[src/rtl/uart_rx_8n1.sv]
// 8N1 UART receiver, LSB first, with a two-flop input synchroniser and a valid/ready
// byte handshake that reports framing errors and overruns as single-cycle pulses.
module uart_rx_8n1 #(
    parameter int unsigned CLKS_PER_BIT = 104,
    parameter int unsigned HALF_BIT     = CLKS_PER_BIT / 2
) (
    input  logic       clk,
    input  logic       reset,
    input  logic       rx_i,
    output logic [7:0] data_o,
    output logic       valid_o,
    input  logic       ready_i,
    output logic       frame_err_o,
    output logic       overrun_o,
    output logic       busy_o
);

    localparam int unsigned CNT_W = $clog2(CLKS_PER_BIT);
    localparam logic [CNT_W-1:0] BIT_LAST  = CNT_W'(CLKS_PER_BIT - 1);
    localparam logic [CNT_W-1:0] HALF_LAST = CNT_W'(HALF_BIT - 1);

    typedef enum logic [2:0] {
        S_IDLE,
        S_START,
        S_DATA,
        S_STOP,
        S_WAIT_IDLE
    } state_t;

    state_t           state;
    logic [1:0]       sync;
    logic [CNT_W-1:0] cnt;
    logic [2:0]       bit_idx;
    logic [7:0]       shreg;
    logic             deliver;
    logic             rx_s;

    assign rx_s = sync[1];

    always_ff @(posedge clk) begin
        if (reset) begin
            sync        <= 2'b11;
            state       <= S_IDLE;
            cnt         <= '0;
            bit_idx     <= '0;
            shreg       <= '0;
            deliver     <= 1'b0;
            data_o      <= '0;
            valid_o     <= 1'b0;
            frame_err_o <= 1'b0;
            overrun_o   <= 1'b0;
            busy_o      <= 1'b0;
        end else begin
            sync        <= {sync[0], rx_i};
            deliver     <= 1'b0;
            frame_err_o <= 1'b0;
            overrun_o   <= 1'b0;

            // Delivery happens one edge after a good stop sample; a same-cycle accept makes room.
            if (deliver) begin
                if (!valid_o || ready_i) begin
                    data_o  <= shreg;
                    valid_o <= 1'b1;
                end else begin
                    overrun_o <= 1'b1;
                end
            end else if (valid_o && ready_i) begin
                valid_o <= 1'b0;
            end

            case (state)
                S_IDLE: begin
                    if (!rx_s) begin
                        state  <= S_START;
                        cnt    <= '0;
                        busy_o <= 1'b1;
                    end
                end
                S_START: begin
                    if (cnt == HALF_LAST) begin
                        cnt <= '0;
                        if (!rx_s) begin
                            state   <= S_DATA;
                            bit_idx <= '0;
                        end else begin
                            state  <= S_IDLE;
                            busy_o <= 1'b0;
                        end
                    end else begin
                        cnt <= cnt + 1'b1;
                    end
                end
                S_DATA: begin
                    if (cnt == BIT_LAST) begin
                        cnt            <= '0;
                        shreg[bit_idx] <= rx_s;
                        bit_idx        <= bit_idx + 1'b1;
                        if (bit_idx == 3'd7) begin
                            state <= S_STOP;
                        end
                    end else begin
                        cnt <= cnt + 1'b1;
                    end
                end
                S_STOP: begin
                    if (cnt == BIT_LAST) begin
                        cnt <= '0;
                        if (rx_s) begin
                            deliver <= 1'b1;
                            state   <= S_IDLE;
                            busy_o  <= 1'b0;
                        end else begin
                            frame_err_o <= 1'b1;
                            state       <= S_WAIT_IDLE;
                        end
                    end else begin
                        cnt <= cnt + 1'b1;
                    end
                end
                S_WAIT_IDLE: begin
                    // A held-low break must end before another start edge can count.
                    if (rx_s) begin
                        state  <= S_IDLE;
                        busy_o <= 1'b0;
                    end
                end
                default: begin
                    state  <= S_IDLE;
                    busy_o <= 1'b0;
                end
            endcase
        end
    end

endmodule

[config.mk]
export PLATFORM = sky130hd
export DESIGN_NAME = uart_rx_8n1
export DESIGN_NICKNAME = d
export VERILOG_FILES = /design/src/rtl/uart_rx_8n1.sv
export SDC_FILE = /design/constraint.sdc
export NUM_CORES = 1
export LEC_CHECK = 0
export ABC_CLOCK_PERIOD_IN_PS = 1530
export BUFFER_PORTS_ARGS = -buffer_cell sky130_fd_sc_hd__buf_2
export CAP_MARGIN = 20
export CORE_MARGIN = 10
export CORE_UTILIZATION = 52
export DETAILED_ROUTE_END_ITERATION = 12
export PLACE_DENSITY = 0.74
export SLEW_MARGIN = 20
export SYNTH_ARGS = -nofsm -noshare
export SYNTH_HDL_FRONTEND = slang
export SYNTH_SLANG_ARGS = --single-unit
[constraint.sdc]
create_clock -name clk -period 1.53 [get_ports clk]
set_input_delay 0.2295 -clock clk [delete_from_list [all_inputs] [get_ports clk]]
set_output_delay 0.2295 -clock clk [all_outputs]
set_load 0.01 [all_outputs]
==> results of run 1 <==
==> power breakdown <==
part / leakage (nW) / switching, mW / internal (mW) / total [mW]
clock: 0.0412 / 0.334 / 0.340 / 0.675
combinational: 0.543 / 0.0542 / 0.0334 / 0.0877
sequential: 0.294 / 0.00565 / 0.941 / 0.946
==> worst min-delay path by stage <==
stage	slack [ns]	start	endpoint
final	0.05	rx_i	sync[0]
after detailed placement	0.40	sync[0]	sync[1]
after global routing	0.06	rx_i	sync[0]
after CTS	0.05	rx_i	sync[0]
after global placement	0.40	sync[0]	sync[1]
after floorplan	0.33	rx_i	sync[0]
==> sequential cells by signal (all words and copies together), names as in the netlist <==
register	count
valid_o	1
bit_idx	3
cnt	7
busy_o	1
frame_err_o	1
shreg	8
deliver	1
sync	2
overrun_o	1
data_o	8
state	3
==> worst max-delay path, cell delays in order (launching register included) <==
cell and delay, ns:
dfxtp_4 0.38, buf_12 0.13, nor4b_4 0.41, nand4_1 0.26, a21oi_2 0.24, o2bb2ai_1 0.09
==> cell families (layout without fill, tap and decap cells) <==
group	after synthesis	count (layout)	share of synthesized area, %
mux	9	9	5.161
simple gates	74	74	24.37
buf+inv	20	59	4.515
fa+ha+maj	3	3	2.151
flops	36	36	41.29
compound gates	56	56	22.51
==> what timing repair did <==
item,CTS,global route
pin swaps,11,12
setup endpoints to repair,19,21
hold buffers,0,0
gates resized for setup,11,19
buffers inserted,2,1
==> metal layers <==
layer / global-route usage (%) / wire [um] / vias to the layer above
met5: 0 / 0 / -
met4: 6.272 / 68 / 0
met3: 5.184 / 247 / 10
met2: 22.47 / 2136 / 49
met1: 18.42 / 2086 / 792
li1: - / - / 817
==> layout by cell type (no fill, tap or decap), drive strengths merged, types with 2 or more instances in the layout <==
cell / netlist / final
mux2i: 9 / 9
a31oi: 2 / 2
ha: 3 / 3
nand2: 14 / 14
nand2b: 3 / 3
o31ai: 8 / 8
nand4: 11 / 11
dfxtp: 36 / 36
inv: 9 / 9
clkinv: 1 / 2
nor4: 7 / 7
o21ai: 12 / 12
clkbuf: 6 / 5
a21oi: 16 / 16
nor2: 15 / 15
o2bb2ai: 3 / 3
nor2b: 2 / 2
a2111oi: 2 / 2
o221ai: 2 / 2
or2: 3 / 3
nand3: 8 / 8
o211ai: 4 / 4
nor3: 2 / 2
buf: 4 / 41
and2: 4 / 4
==> layout make-up <==
class                           count  area, um2  area share, %
Multi-Input combinational cell    142       1076          47.44
Clock buffer                        5      37.54          1.655
Clock inverter                      3      42.54          1.875
Timing Repair Buffer               41      286.5          12.63
Sequential cell                    36      733.2          32.32
Tap cell                           44      55.05          2.427
Inverter                           10      37.54          1.655
==> per-stage QoR <==
step	util, %	TNS (ns)	std cells
after floorplan	-	0	198
after global placement	64.28	-0.3298	270
after detailed placement	64.28	-0.6764	270
after CTS	69.08	-0.01499	280
after global routing	72.52	-1.681	281
final	72.52	-0.3765	281
==> results.cfg, run 1 <==
[status]
status = complete, but fails checks
violations = negative setup slack

[clock_network]
clk_latency_ns = 0.35
cts_tree = yes
cts_buffers = 5
cts-htree-levels = 2
clk_pin_slew_ns = 0.12
cts.sinks = 36
clock_path_buffers = 2
cts.root.buffer_cell = clkbuf_4

[worst_setup_path]
crit_start = cnt[6]
worstPathMaxFanout = 5
endpoint_kind = flip-flop
crit_required_ns = 1.78
crit_arrival_ns = 1.86
worstSetupStartpointType = flip-flop
r2r_end = bit_idx[2]
rrSetupSlack_ns = -0.08
r2r_start = cnt[6]
critical_path_class = reg2reg
cp-endpoint = bit_idx[2]
r2r_cells = 5

[detailed_routing]
drt-wirelength-per-cell_um = 16.15
vias = 1668
drc = 0
ant_nets = 0
drtPass1Iterations = 4
vias_per_cell = 5.936
wirelength_um = 4539
drtIter0Drc = 154

[pwr]
cellLeakagePower_nw = 0.8783
peakVddDrop_mv = 0.5115
power_mw = 1.709
power_density_mw_per_mm2 = 753.3

[die]
pin_count = 16
coreArea_mm2 = 0.003128
die_x_um = 77.94
die_h_um = 77.94
rows = 20
initial_utilization_pct = 55.80
die_area_mm2 = 0.006074

[grt]
first_global_vias = 1581
grt.overflow.total = 0
grt_pass1_wl_um = 7417
antenna_found_initial = 0
grt_max_degree = 20
grtUsageTotal_pct = 14.75

[synthesis]
ys_types = 44
synth_top_area_share_pct = 41.29
ys_warn_count = 0
synth_enable_flop_cells = 0
synth.top_cells.by_count = dfxtp_1, a21oi_1, nor2_1
ys_seq_area_share_pct = 41.29
synth_top_cell_by_area = dfxtp_1
avgSynthCellArea_um2 = 8.815
synthCells = 198
synth_area_leaders = dfxtp_1, mux2i_1, a21oi_1, nand4_1, o31ai_1
synth_most_common_cell = dfxtp_1
ys.flop_type = dfxtp_1
async_reset_ff_share_pct = 0
syn_nets = 205
ys_seq_elements = 36
syn_area_mm2 = 0.001745

[sta]
finalCriticalPeriod_ns = 1.609
finalSetupViolations = 9
fin_ws_ns = -0.07929
rsz0062_at_grt = true
period_share_pct = 105.2
finalHoldViolations = 0
slew_violations = 0
skew_ns = 0.01037
worst_slew_pin_slew_ns = 0.4692
max_slew_margin_pct = 68.72
hold_slack_ns = 0.05443
max_freq_ghz = 0.6214

[placed_design]
gp_congestion = 0.8551
port_buffers = 15
place_area_mm2 = 0.002011
dpl_worst_slack_ns = -0.07793
place_hpwl_um = 3068

[cells_and_area]
final_area_mm2 = 0.002268
synthToLayoutAreaGrowth_pct = 29.96
drive_gt1_share_pct = 33.33
diodes = 0
nNetsFinal = 243
fillers = 236

[flow_run]
max_cap_violations = 0

[worst_hold_path]
worstHoldPathType = in2reg
min_path_cells = 2
(Power assumes the default switching activity.)
==> run 2, diff against run 1 <==
- ABC_AREA: default -> 1
==> run 2 against run 1 <==
- the flow now finishes without violations
- synthesized cell count up 21%
- sequential share of layout area is 3.7 points higher
- setup slack better by 0.23 ns
- clock power fell by 2%
- non-clock buffer count fell by 11
- largest cell class unchanged
==> results.cfg, run 2 <==
[sta]
rsz0062_at_grt = false
fin_ws_ns = 0.1473
finalCriticalPeriod_ns = 1.383
max_freq_ghz = 0.7232
skew_ns = 0.01046
hold_slack_ns = 0.05281
finalSetupViolations = 0
max_slew_margin_pct = 75.95
finalHoldViolations = 0
period_share_pct = 90.37
slew_violations = 0
worst_slew_pin_slew_ns = 0.3604

[worst_hold_path]
worstHoldPathType = in2reg

[placed_design]
dpl_worst_slack_ns = -0.01934
place_hpwl_um = 2496
place_area_mm2 = 0.001859
port_buffers = 15
gp_congestion = 0.8781

[cells_and_area]
final_area_mm2 = 0.002021
top_regs = data_o (8), shreg (8), cnt (7)
diodes = 0
layout_common_cells = nand2_1, nor2_1, dfxtp_1
utilization_pct = 65.65
drive_gt1_share_pct = 21.77
synthToLayoutAreaGrowth_pct = 20.25
nNetsFinal = 277

[pwr]
clockPowerShare_pct = 24.2
peakVddDrop_mv = 0.8700
sw_frac_of_total_pct = 36.14
cellLeakagePower_nw = 0.9241
seq_power_share_pct = 40.2
p_int_mw = 1.753
power_density_mw_per_mm2 = 1359
pwr-share-comb_pct = 35.7
net-switching-power_uw = 992.2

[die]
die_area_mm2 = 0.005905
die_x_um = 76.85
rows = 20
pin_count = 16
die_h_um = 76.85
initial_utilization_pct = 54.59
coreArea_mm2 = 0.003078

[worst_setup_path]
worstSetupStartpointType = flip-flop
max_stage_delay_ns = 0.38
critPathTopFamily = simple AND/OR/NAND/NOR gates
cp-endpoint = state[1]
path_depth = 8
r2r_start = cnt[0]
endpoint_kind = flip-flop
cp_num_buf_inv = 0
slowest_stage = dfxtp_4
path_cells = ha_4 -> nand3_1 -> nor2_2 -> nand3_1 -> nand2_2 -> nand3b_1 -> nand2_1 -> nor2_1
crit_start = cnt[0]
crit_arrival_ns = 1.63
path_common_cell = nand3_1
critical_path_class = reg2reg
crit_required_ns = 1.78
rrSetupSlack_ns = 0.15
r2r_cells = 8
worstPathMaxFanout = 5
r2r_end = state[1]

[clock_network]
cts-htree-levels = 2
hold_buffers = 0
clk_pin_slew_ns = 0.11
cts_buffers = 5
cts.sinks = 36
clk_latency_ns = 0.35
cts.root.buffer_cell = clkbuf_4
clock_path_buffers = 2
cts_tree = yes

[synthesis]
synth_enable_flop_cells = 0
synth.top_cells.by_count = nand2_1, nor2_1, dfxtp_1
avgSynthCellArea_um2 = 7.031
async_reset_ff_share_pct = 0
synthCells = 239
ys.flop_type = dfxtp_1
ys_seq_elements = 36
ys_warn_count = 0
synth_top_area_share_pct = 42.89
synth_area_leaders = dfxtp_1, nand2_1, nor2_1, nand3_1, a21oi_1
syn_area_mm2 = 0.001680
syn_nets = 246
synth_top_cell_by_area = dfxtp_1
ys_seq_area_share_pct = 42.89
ys_types = 28

[detailed_routing]
drt-wirelength-per-cell_um = 11.44
ant_nets = 0
vias = 1584
vias_per_cell = 5.029
drtIter0Drc = 151
drtPass1Iterations = 4
wirelength_um = 3604
drc = 0

[grt]
met2_usage_pct = 18.04
grtUsageMet1_pct = 15.69
grt_pass1_wl_um = 6237
antenna_found_initial = 0
first_global_vias = 1416
grt.overflow.total = 0
grt.met3_usage_pct = 4.662
grt_max_degree = 20
grtUsageTotal_pct = 12.47
top_usage_layer = met2

[flow_run]
max_cap_violations = 0

[status]
status = complete, no violations
[run 2: changes by cell type in the layout (fill, tap and decap cells not counted), sizes merged, moves of 6 or more]
cell   before  now
nand3       8   23
nor2       15   46
buf        41   30
nand2      14   45
mux2i       9    0
inv         9   27
o31ai       8    0
nor4        7    1
[run 2: how the worst min path moves through the flow]
stage / startpoint / to / slack (ns) / depth (start not counted)
5_1_grt: rx_i / sync[0] / 0.05 / 2
2_1_floorplan: rx_i / sync[0] / 0.33 / 1
3_3_place_gp: sync[0] / sync[1] / 0.39 / 1
6_report: rx_i / sync[0] / 0.05 / 2
3_5_place_dp: sync[0] / sync[1] / 0.40 / 1
4_1_cts: rx_i / sync[0] / 0.04 / 2
[run 2: cells by family (layout without fill, tap and decap cells)]
kind of cell / after synthesis / after routing / share of synthesized area, %
compound gates: 35 / 35 / 10.95
xor+xnor: 2 / 2 / 1.043
fa+ha+maj: 3 / 3 / 2.234
buf+inv: 34 / 66 / 8.264
flops: 36 / 36 / 42.89
simple gates: 129 / 129 / 34.62
[run 2: repair_timing]
action,4_1_cts,5_1_grt
setup buffers,0,4
setup endpoints to repair,5,27
pin swaps,0,1
resized for setup,3,13
[run 2: power by group through the flow]
stage / Sequential, mW / Combinational [mW] / Clock, mW
2_1_floorplan: 1.10 / 0.641 / 0
3_3_place_gp: 1.10 / 0.922 / 0
3_5_place_dp: 1.10 / 0.927 / 0
4_1_cts: 1.08 / 0.936 / 0.682
5_1_grt: 1.11 / 1.14 / 0.709
6_report: 1.10 / 0.979 / 0.664
[run 2: final cells by class]
| cell class | count | area, um2 |
|---|---|---|
| Sequential cell | 36 | 728.2 |
| Inverter | 28 | 105.1 |
| Multi-Input combinational cell | 169 | 855.8 |
| Timing Repair Buffer | 30 | 200.2 |
| Fill cell | 295 | 1057 |
| Clock inverter | 2 | 35.03 |
| Tap cell | 44 | 55.05 |
| Clock buffer | 6 | 41.29 |
[run 2: through the flow]
step	power, mW	instances	TNS (ns)
floorplan	1.742	239	0
global placement	2.019	303	0
detailed placement	2.027	303	-0.03135
CTS	2.701	311	0
global route	2.962	315	0
finish	2.746	315	0
[run 2: worst reg2reg max path, delay by kind of cell (launching register included)]
kind | cells | cell delay, ns
flip-flops | 1 | 0.38
AND/OR/NAND/NOR | 7 | 0.76
adder cells (fa/ha/maj) | 1 | 0.15
[run 2: per-layer routing]
metal	up-vias	wire length, um
li1	849	-
met1	679	1641
met2	46	1627
met3	10	246
met4	0	89
met5	-	0
